`src/rtl/segasys1_sprcoll_ram.sv`:
```
`default_nettype none
// ============================================================================
//  Module   : segasys1_sprcoll_ram
//  Purpose  : Sprite collision capture memory (1<<AW x 1) with event FIFO,
//             clear sweep, CPU poll/clear port and sticky summary flags.
//  Revision : 1.0 - initial release
// ============================================================================
module segasys1_sprcoll_ram #(
    parameter int FIFO_DEPTH = 4,
    parameter int AW         = 10
) (
    input  logic          VCLKx4,
    input  logic          RESETn,
    input  logic          sprcoll,
    input  logic [AW-1:0] sprcoll_ad,
    input  logic [AW-1:0] cpu_ad,
    input  logic          cpu_cs_ram,
    input  logic          cpu_cs_sum,
    input  logic          cpu_rd,
    input  logic          cpu_wr,
    output logic [7:0]    cpu_dout,
    input  logic          clr_all,
    output logic          busy,
    output logic          coll_sum,
    output logic          ovf
);

    localparam int              c_PW    = $clog2(FIFO_DEPTH);
    localparam logic [AW-1:0]   c_LAST  = {AW{1'b1}};
    localparam logic [c_PW:0]   c_DEPTH = (c_PW+1)'(FIFO_DEPTH);

    logic              r_mem [0:(1<<AW)-1];
    logic [AW-1:0]     r_fifo [0:FIFO_DEPTH-1];
    logic [c_PW-1:0]   r_wr_ptr, r_rd_ptr;
    logic [c_PW:0]     r_count;
    logic              r_busy;
    logic [AW-1:0]     r_sweep_ad;
    logic              r_coll_sum, r_ovf;
    logic [7:0]        r_dout;

    logic          w_ram_sel, w_sum_sel, w_cpu_ram;
    logic          w_full, w_empty, w_pop, w_push, w_drop;
    logic          w_we, w_wbit;
    logic [AW-1:0] w_wad;

    // Selecting both regions at once is treated as selecting neither.
    assign w_ram_sel = cpu_cs_ram & ~cpu_cs_sum;
    assign w_sum_sel = cpu_cs_sum & ~cpu_cs_ram;
    assign w_cpu_ram = w_ram_sel & (cpu_rd | cpu_wr);

    assign w_full  = (r_count == c_DEPTH);
    assign w_empty = (r_count == '0);
    assign w_pop   = ~r_busy & ~w_cpu_ram & ~w_empty & ~clr_all;
    assign w_push  = sprcoll & ~clr_all & (~w_full | w_pop);
    assign w_drop  = sprcoll & ~clr_all & w_full & ~w_pop;

    // Single memory write port: sweep, then CPU clear, then event set.
    always_comb begin
        w_we   = 1'b0;
        w_wad  = r_sweep_ad;
        w_wbit = 1'b0;
        if (r_busy) begin
            w_we = 1'b1;
        end else if (w_ram_sel && cpu_wr) begin
            w_we  = 1'b1;
            w_wad = cpu_ad;
        end else if (w_pop) begin
            w_we   = 1'b1;
            w_wad  = r_fifo[r_rd_ptr];
            w_wbit = 1'b1;
        end
    end

    always_ff @(posedge VCLKx4) begin
        if (w_we)
            r_mem[w_wad] <= w_wbit;
        if (w_push)
            r_fifo[r_wr_ptr] <= sprcoll_ad;
    end

    always_ff @(posedge VCLKx4 or negedge RESETn) begin
        if (!RESETn) begin
            r_busy     <= 1'b1;
            r_sweep_ad <= '0;
            r_coll_sum <= 1'b0;
            r_ovf      <= 1'b0;
            r_dout     <= 8'h00;
            r_wr_ptr   <= '0;
            r_rd_ptr   <= '0;
            r_count    <= '0;
        end else begin
            if (clr_all) begin
                r_busy     <= 1'b1;
                r_sweep_ad <= '0;
            end else if (r_busy) begin
                if (r_sweep_ad == c_LAST)
                    r_busy <= 1'b0;
                r_sweep_ad <= r_sweep_ad + AW'(1);
            end

            if (clr_all) begin
                r_wr_ptr <= '0;
                r_rd_ptr <= '0;
                r_count  <= '0;
            end else begin
                if (w_push)
                    r_wr_ptr <= r_wr_ptr + c_PW'(1);
                if (w_pop)
                    r_rd_ptr <= r_rd_ptr + c_PW'(1);
                r_count <= r_count + (c_PW+1)'(w_push) - (c_PW+1)'(w_pop);
            end

            // Clears are applied first so a coincident set wins.
            if (clr_all || (w_sum_sel && cpu_wr))
                r_coll_sum <= 1'b0;
            if (w_pop)
                r_coll_sum <= 1'b1;
            if (w_sum_sel && cpu_wr)
                r_ovf <= 1'b0;
            if (w_drop)
                r_ovf <= 1'b1;

            if (cpu_rd && w_ram_sel)
                r_dout <= r_busy ? 8'hFE : {7'h7F, r_mem[cpu_ad]};
            else if (cpu_rd && w_sum_sel)
                r_dout <= {6'b0, r_ovf, r_coll_sum};
        end
    end

    assign cpu_dout = r_dout;
    assign busy     = r_busy;
    assign coll_sum = r_coll_sum;
    assign ovf      = r_ovf;

endmodule
`default_nettype wire

```
`config.mk`:
```
export PLATFORM = sky130hd
export DESIGN_NAME = segasys1_sprcoll_ram
export DESIGN_NICKNAME = d
export VERILOG_FILES = /design/src/rtl/segasys1_sprcoll_ram.sv
export SDC_FILE = /design/constraint.sdc
export NUM_CORES = 2
export LEC_CHECK = 0
export CAP_MARGIN = 20
export CORE_UTILIZATION = 30
export CTS_BUF_LIST = sky130_fd_sc_hd__clkbuf_16
export DETAILED_ROUTE_END_ITERATION = 10
export HOLD_SLACK_MARGIN = 0.12
export SLEW_MARGIN = 20
export SYNTH_ARGS = -nofsm -noshare
export SYNTH_HDL_FRONTEND = slang
export SYNTH_SLANG_ARGS = --single-unit
```
`constraint.sdc`:
```
create_clock -name VCLKx4 -period 51.1 [get_ports VCLKx4]
set_input_delay 15.33 -clock VCLKx4 [delete_from_list [all_inputs] [get_ports VCLKx4]]
set_output_delay 15.33 -clock VCLKx4 [all_outputs]
set_load 0.02 [all_outputs]
```
Word level (Yosys, flattened, before mapping)

Memories as Yosys holds them, arrays and structs flattened.
Index checks and enable logic that the tools add are counted.

Register bits: 28
Memory bits (writable): 1064
Bits of input ports: 28
Output and inout port bits: 11
Logic and storage cells: 78
Memories: 2

Memories:

| memory | depth | width | rd ports | clocked after Yosys merged registers in | write ports | line | text |
|---|---|---|---|---|---|---|---|
| r_mem  | 1024  | 1     | 1        | 0                                       | 1           | 32   | `logic r_mem [0:(1<<AW)-1];` |
| r_fifo | 4     | 10    | 1        | 0                                       | 1           | 33   | `logic [AW-1:0] r_fifo [0:FIFO_DEPTH-1];` |

Add/sub/neg operators: 5
Equal/unequal tests: 2
Muxes and demuxes: 29
Bitwise gates (word level): 20
Reduce and logical (&&, ||, !) cells: 12

Operators with widths:

| operator                | count |
|---|---|
| $mux W10                | 5 |
| $mux W1                 | 17 |
| $mux W8                 | 2 |
| $reduce_bool A2 Y1      | 6 |
| $add A10 B1 Y10 const B | 1 |
| $and A1 B1 Y1           | 10 |
| $eq A10 B10 Y1 const B  | 1 |
| $mux W2                 | 4 |
| $not A1 Y1              | 8 |
| $add A2 B1 Y2 const B   | 2 |
| $logic_and A1 B1 Y1     | 4 |
| $add A3 B1 Y3           | 1 |
| $eq A3 B3 Y1 const B    | 1 |
| $logic_not A3 Y1        | 1 |
| $mux W3                 | 1 |
| $sub A3 B1 Y3           | 1 |
| $or A1 B1 Y1            | 2 |
| $logic_or A1 B1 Y1      | 1 |

Depth between registers and ports, before layout

Depth in word-level cells: 12
Gate-level depth with buffers: 14
Depth with buffers taken out: 12

Worst setup path before layout

OpenSTA, ideal clock, no wires.

Path type: input to register
Start point: input cpu_cs_sum
End point: memory r_mem[0], data pin
Library setup time: 4.943 ns
Arrival: 39.407 ns
Required time: 46.157 ns
Setup slack: 6.750 ns
Stages: 4
Path buffers: 1
Cell sequence: nand3b_1 nand4_1 buf_4 nor2_1

Cells in the longest elaborated chain, start to end: 10
Elaborated cells between the ends (all ways): 11
Those cells by class: mux (3); bitwise (7); reduce/logical (1)

Ends and longest elaborated chain:

| element                     | line | text |
|---|---|---|
| from (decl)                 | 18   | `input logic cpu_cs_sum,` |
| $not A1 Y1 (*)              | 47   | `assign w_ram_sel = cpu_cs_ram & ~cpu_cs_sum;` |
| $and A1 B1 Y1 (*)           | 47   |  |
| $and A1 B1 Y1               | 49   | `assign w_cpu_ram = w_ram_sel & (cpu_rd \| cpu_wr);` |
| $not A1 Y1                  | 53   | `assign w_pop = ~r_busy & ~w_cpu_ram & ~w_empty & ~clr_all;` |
| $and A1 B1 Y1 (3 in series) | 53   |  |
| $mux W1                     | 67   | `end else if (w_pop) begin` |
| $mux W1 (*)                 | 64   | `end else if (w_ram_sel && cpu_wr) begin` |
| $mux W1 (*)                 | 62   | `if (r_busy) begin` |
| net w_wbit                  | 43   | `logic w_we, w_wbit;` |
| to (decl)                   | 32   |  |

Mark *: on every way through the listed nets, which the timed path passes. The rest lies on a longest branch.

Worst setup path after layout

Start point: input cpu_cs_sum
End point: memory r_mem[89], data pin

The elaborated chain is that of the path after synthesis.

==> results_tabular.tex <==
\begin{tabular}{lr}
\hline
Metric & Value \\
\hline
\multicolumn{2}{l}{\textbf{Status}} \\
Outcome & completed \\
\multicolumn{2}{l}{\textbf{Placement}} \\
Total of buffers placed on input and output ports & 38 \\
Final HPWL from detailed placement & around 71 mm \\
Pre-CTS setup slack & around 30000 ps \\
Final estimated routing congestion in global placement & $\sim$0.8 \\
\multicolumn{2}{l}{\textbf{Clocking}} \\
Clock sink count & $\sim$1100 \\
Root Buffer & sky130\_fd\_sc\_hd\_\_clkbuf\_16 \\
Clock edge transition at the registers on the reported setup and hold paths & about 60 ps \\
Count of H-tree levels built during CTS & 3 \\
CTS hold repair buffers & 0 \\
Clk\_lat worst skew & $\sim$700 ps \\
Number of gates resized after CTS & 0 \\
CTS Buf Count & 111 \\
Number of buffers inserted to repair setup after CTS & 0 \\
CTS tree & done \\
Maximum buffer depth of the clock tree & 3 \\
\multicolumn{2}{l}{\textbf{Routing}} \\
DR vias & roughly 28000 \\
DRC Markers & 0 \\
Number of detailed-routing iterations run before antenna repair & 6 \\
Average via count per standard cell & roughly 5.2 \\
Antenna-violating nets left & 0 \\
Wire length per cell after detailed routing & 23.6 um \\
Number of DRC violations after detailed-routing iteration 0 & between 3000 and 4000 \\
Drt total wl & between 100 and 150 mm \\
\multicolumn{2}{l}{\textbf{Logic synthesis}} \\
Number of distinct library cell variants in the gate-level netlist after synthesis & 67 \\
Main flop type after synthesis & sky130\_fd\_sc\_hd\_\_edfxtp\_1 \\
Number of synthesized register bits & about 1100 \\
Proportion of synthesized chip area in sequential cells & 0.685 \\
Cell with the most instances after synthesis & sky130\_fd\_sc\_hd\_\_nor2\_1 \\
Share of synthesized registers carrying an async set or reset & 0.0212 \\
Net count after synthesis & 3374 \\
Number of flops mapped to enable cells by yosys & around 1100 \\
Largest area contributor in the synthesized netlist & sky130\_fd\_sc\_hd\_\_edfxtp\_1 \\
Main area contributors after synthesis & sky130\_fd\_sc\_hd\_\_edfxtp\_1 (67\%), sky130\_fd\_sc\_hd\_\_mux4\_2 (11\%), sky130\_fd\_sc\_hd\_\_nor2\_1 (8.5\%) \\
Number of warning messages in the yosys log & 0 \\
Avg Cell Area, Syn & around 14 um\^{}2 \\
Leading post-synthesis cells by instance count & sky130\_fd\_sc\_hd\_\_nor2\_1 (1070), sky130\_fd\_sc\_hd\_\_edfxtp\_1 (1064), sky130\_fd\_sc\_hd\_\_mux4\_2 (228) \\
Synth Instances & between 3000 and 4000 \\
Share of Yosys cell area claimed by the top area cell type & 0.673 \\
Netlist area before placement & approximately 47000 um\^{}2 \\
\multicolumn{2}{l}{\textbf{Floorplan}} \\
Chip Height & roughly 400 um \\
Initial core utilization & 0.303 \\
I/O pin count & 39 \\
Core region area & 157000 um\^{}2 \\
Horizontal die dimension & $\sim$400 um \\
Total Die Area & between 150000 and 200000 um\^{}2 \\
Placement row count & 145 \\
\multicolumn{2}{l}{\textbf{Global route}} \\
Pin count of the biggest net entering global routing & 299 \\
Initial antenna violation count & 0 \\
GRT Total Usage & 0.158 \\
First-pass GRT wire length & roughly 190 mm \\
Via count of the first global-routing pass & around 28000 \\
Grt total ovfl & 0 \\
\multicolumn{2}{l}{\textbf{Timing}} \\
Post-Route Skew & between 20 and 30 ps \\
Number of hold-slack violations in the final timing report & 0 \\
RSZ-0062 raised after global routing & false \\
Slew at the pin with the worst max-slew slack & $\sim$1100 ps \\
Minimum clock period after layout & between 20000 and 25000 ps \\
Max transition margin & 0.269 \\
Period Utilization, post-route & 0.398 \\
Final setup violating endpoints & 0 \\
Max-slew violations & 0 \\
Worst Slack Setup Final & around 30000 ps \\
Maximum operating frequency & slightly below 50 MHz \\
Setup total negative slack & 0 ps \\
\multicolumn{2}{l}{\textbf{Critical path}} \\
CP required & about 51000 ps \\
Setup crit end kind & register \\
Setup Crit Path Kind & input port to register \\
Biggest fanout along the worst timing path & 193 \\
Launching element type of the critical path & input port \\
Worst path arrival time & 20660 ps \\
\multicolumn{2}{l}{\textbf{Finish}} \\
Layout area overhead & 12.2\% \\
Fraction of layout cells with a size suffix above 1 & 0.158 \\
Final nets & around 3300 \\
\multicolumn{2}{l}{\textbf{Power and ir drop}} \\
Power density of the placed cells & roughly 34 nW/um\^{}2 \\
Largest voltage drop on the vdd net & roughly 27 uV \\
Standby leakage power & 13.6 nW \\
\multicolumn{2}{l}{\textbf{Worst hold path}} \\
Path category of the worst min-delay check & register to register \\
\multicolumn{2}{l}{\textbf{Job}} \\
Max capacitance violation total & 0 \\
\hline
\end{tabular}
## power breakdown
part           switching (mW)  internal [mW]
logic                  0.0451         0.0216
registers             0.00148          0.967
clock network           0.341          0.435
## worst max-delay path, stage by stage
cell	delay, ps
sky130_fd_sc_hd__clkdlybuf4s50_1	580
sky130_fd_sc_hd__nand3b_1	290
sky130_fd_sc_hd__nand4_1	640
sky130_fd_sc_hd__nor2_4	980
sky130_fd_sc_hd__buf_4	760
sky130_fd_sc_hd__buf_12	410
sky130_fd_sc_hd__buf_16	540
sky130_fd_sc_hd__buf_4	910
## kinds of logic after synthesis
| family | synth area share |
|---|---|
| buffers and inverters | 0.0324 |
| and+or+nand+nor | 0.114 |
| adders and majority gates | 0.00227 |
| xor gates and xnor gates | 0.00184 |
| DFF | 0.685 |
| muxes | 0.131 |
| AOI/OAI and AO/OA | 0.0335 |
## flip-flops by register name, indices dropped and copies added (netlist names)
signal      flops
r_mem        1024
busy            1
ovf             1
r_rd_ptr        2
coll_sum        1
r_wr_ptr        2
cpu_dout        3
r_count         3
r_fifo         40
r_sweep_ad     10
## cell type report
cell class / instances / area (um^2)
fillers: 15200 / 103000
flip-flops and latches: 1087 / 32500
multi-input cells: 1917 / 13600
clock buffers: 112 / 2800
well taps: 2058 / 2570
repair buffers: 114 / 1080
clock inverters: 93 / 617
inverters: 22 / 82.6
diodes: 1 / 2.50
## through the flow
stage | instance area, um^2 | hold slack (ps) | cells | utilization | power [mW]
4_1_cts | 53200 | 528 | 5398 | 0.339 | 1.82
6_report | 53300 | 526 | 5404 | 0.340 | 1.81
5_1_grt | 53300 | 569 | 5403 | 0.340 | 1.86
2_1_floorplan | 47500 | 503 | 3338 | - | 1.03
3_3_place_gp | 49700 | 516 | 5191 | 0.317 | 1.05
3_5_place_dp | 49700 | 515 | 5193 | 0.317 | 1.05
## routing by layer
layer | track usage | part of all wire | vias up
met2 | 0.262 | 0.49 | 1081
met3 | 0.0227 | 0.068 | 240
li1 | - | - | 12100
met1 | 0.211 | 0.41 | 14700
met4 | 0.0549 | 0.034 | 0
met5 | 0 | 0 | -
## worst paths after layout
kind                            startpoint                       to  slack (ps)  depth (start not counted)
max reg2reg                 busy$_DFF_PN1_      r_mem[89]$_DFFE_PP_       45450                          7
min reg2reg                ovf$_DFFE_PN0P_          ovf$_DFFE_PN0P_         530                          2
max                             cpu_cs_sum      r_mem[89]$_DFFE_PP_       30780                          8
min in group asynchronous           RESETn     r_count[2]$_DFF_PN0_       14640                          1
max in group asynchronous           RESETn  cpu_dout[0]$_DFFE_PN0P_       36050                          1
min                        ovf$_DFFE_PN0P_          ovf$_DFFE_PN0P_         530                          2
## placed cells by master (no fill, tap or decap), types with 7 or more instances in the layout
master and n:
sky130_fd_sc_hd__clkinv_2 14, sky130_fd_sc_hd__inv_1 48, sky130_fd_sc_hd__nor2b_1 16, sky130_fd_sc_hd__mux4_2 228, sky130_fd_sc_hd__o22ai_1 21, sky130_fd_sc_hd__a21oi_1 42, sky130_fd_sc_hd__nand3_2 20, sky130_fd_sc_hd__a22oi_1 44
sky130_fd_sc_hd__a22o_1 10, sky130_fd_sc_hd__dfrtp_1 22, sky130_fd_sc_hd__nor3_1 19, sky130_fd_sc_hd__buf_4 66, sky130_fd_sc_hd__bufinv_16 8, sky130_fd_sc_hd__nand2_2 28, sky130_fd_sc_hd__and2_1 8, sky130_fd_sc_hd__nand2_1 86
sky130_fd_sc_hd__o221ai_1 31, sky130_fd_sc_hd__o32ai_1 8, sky130_fd_sc_hd__ha_1 7, sky130_fd_sc_hd__clkinv_1 37, sky130_fd_sc_hd__clkdlybuf4s50_1 32, sky130_fd_sc_hd__and3_1 8, sky130_fd_sc_hd__or3_1 11, sky130_fd_sc_hd__clkbuf_16 112
sky130_fd_sc_hd__nand3_1 19, sky130_fd_sc_hd__edfxtp_1 1064, sky130_fd_sc_hd__o21ai_0 14, sky130_fd_sc_hd__nand4_1 11, sky130_fd_sc_hd__nand2b_1 10, sky130_fd_sc_hd__mux2i_1 102, sky130_fd_sc_hd__nor2_1 1069, sky130_fd_sc_hd__a221oi_1 7
sky130_fd_sc_hd__nor4_1 7
(Power assumes the default switching activity.)
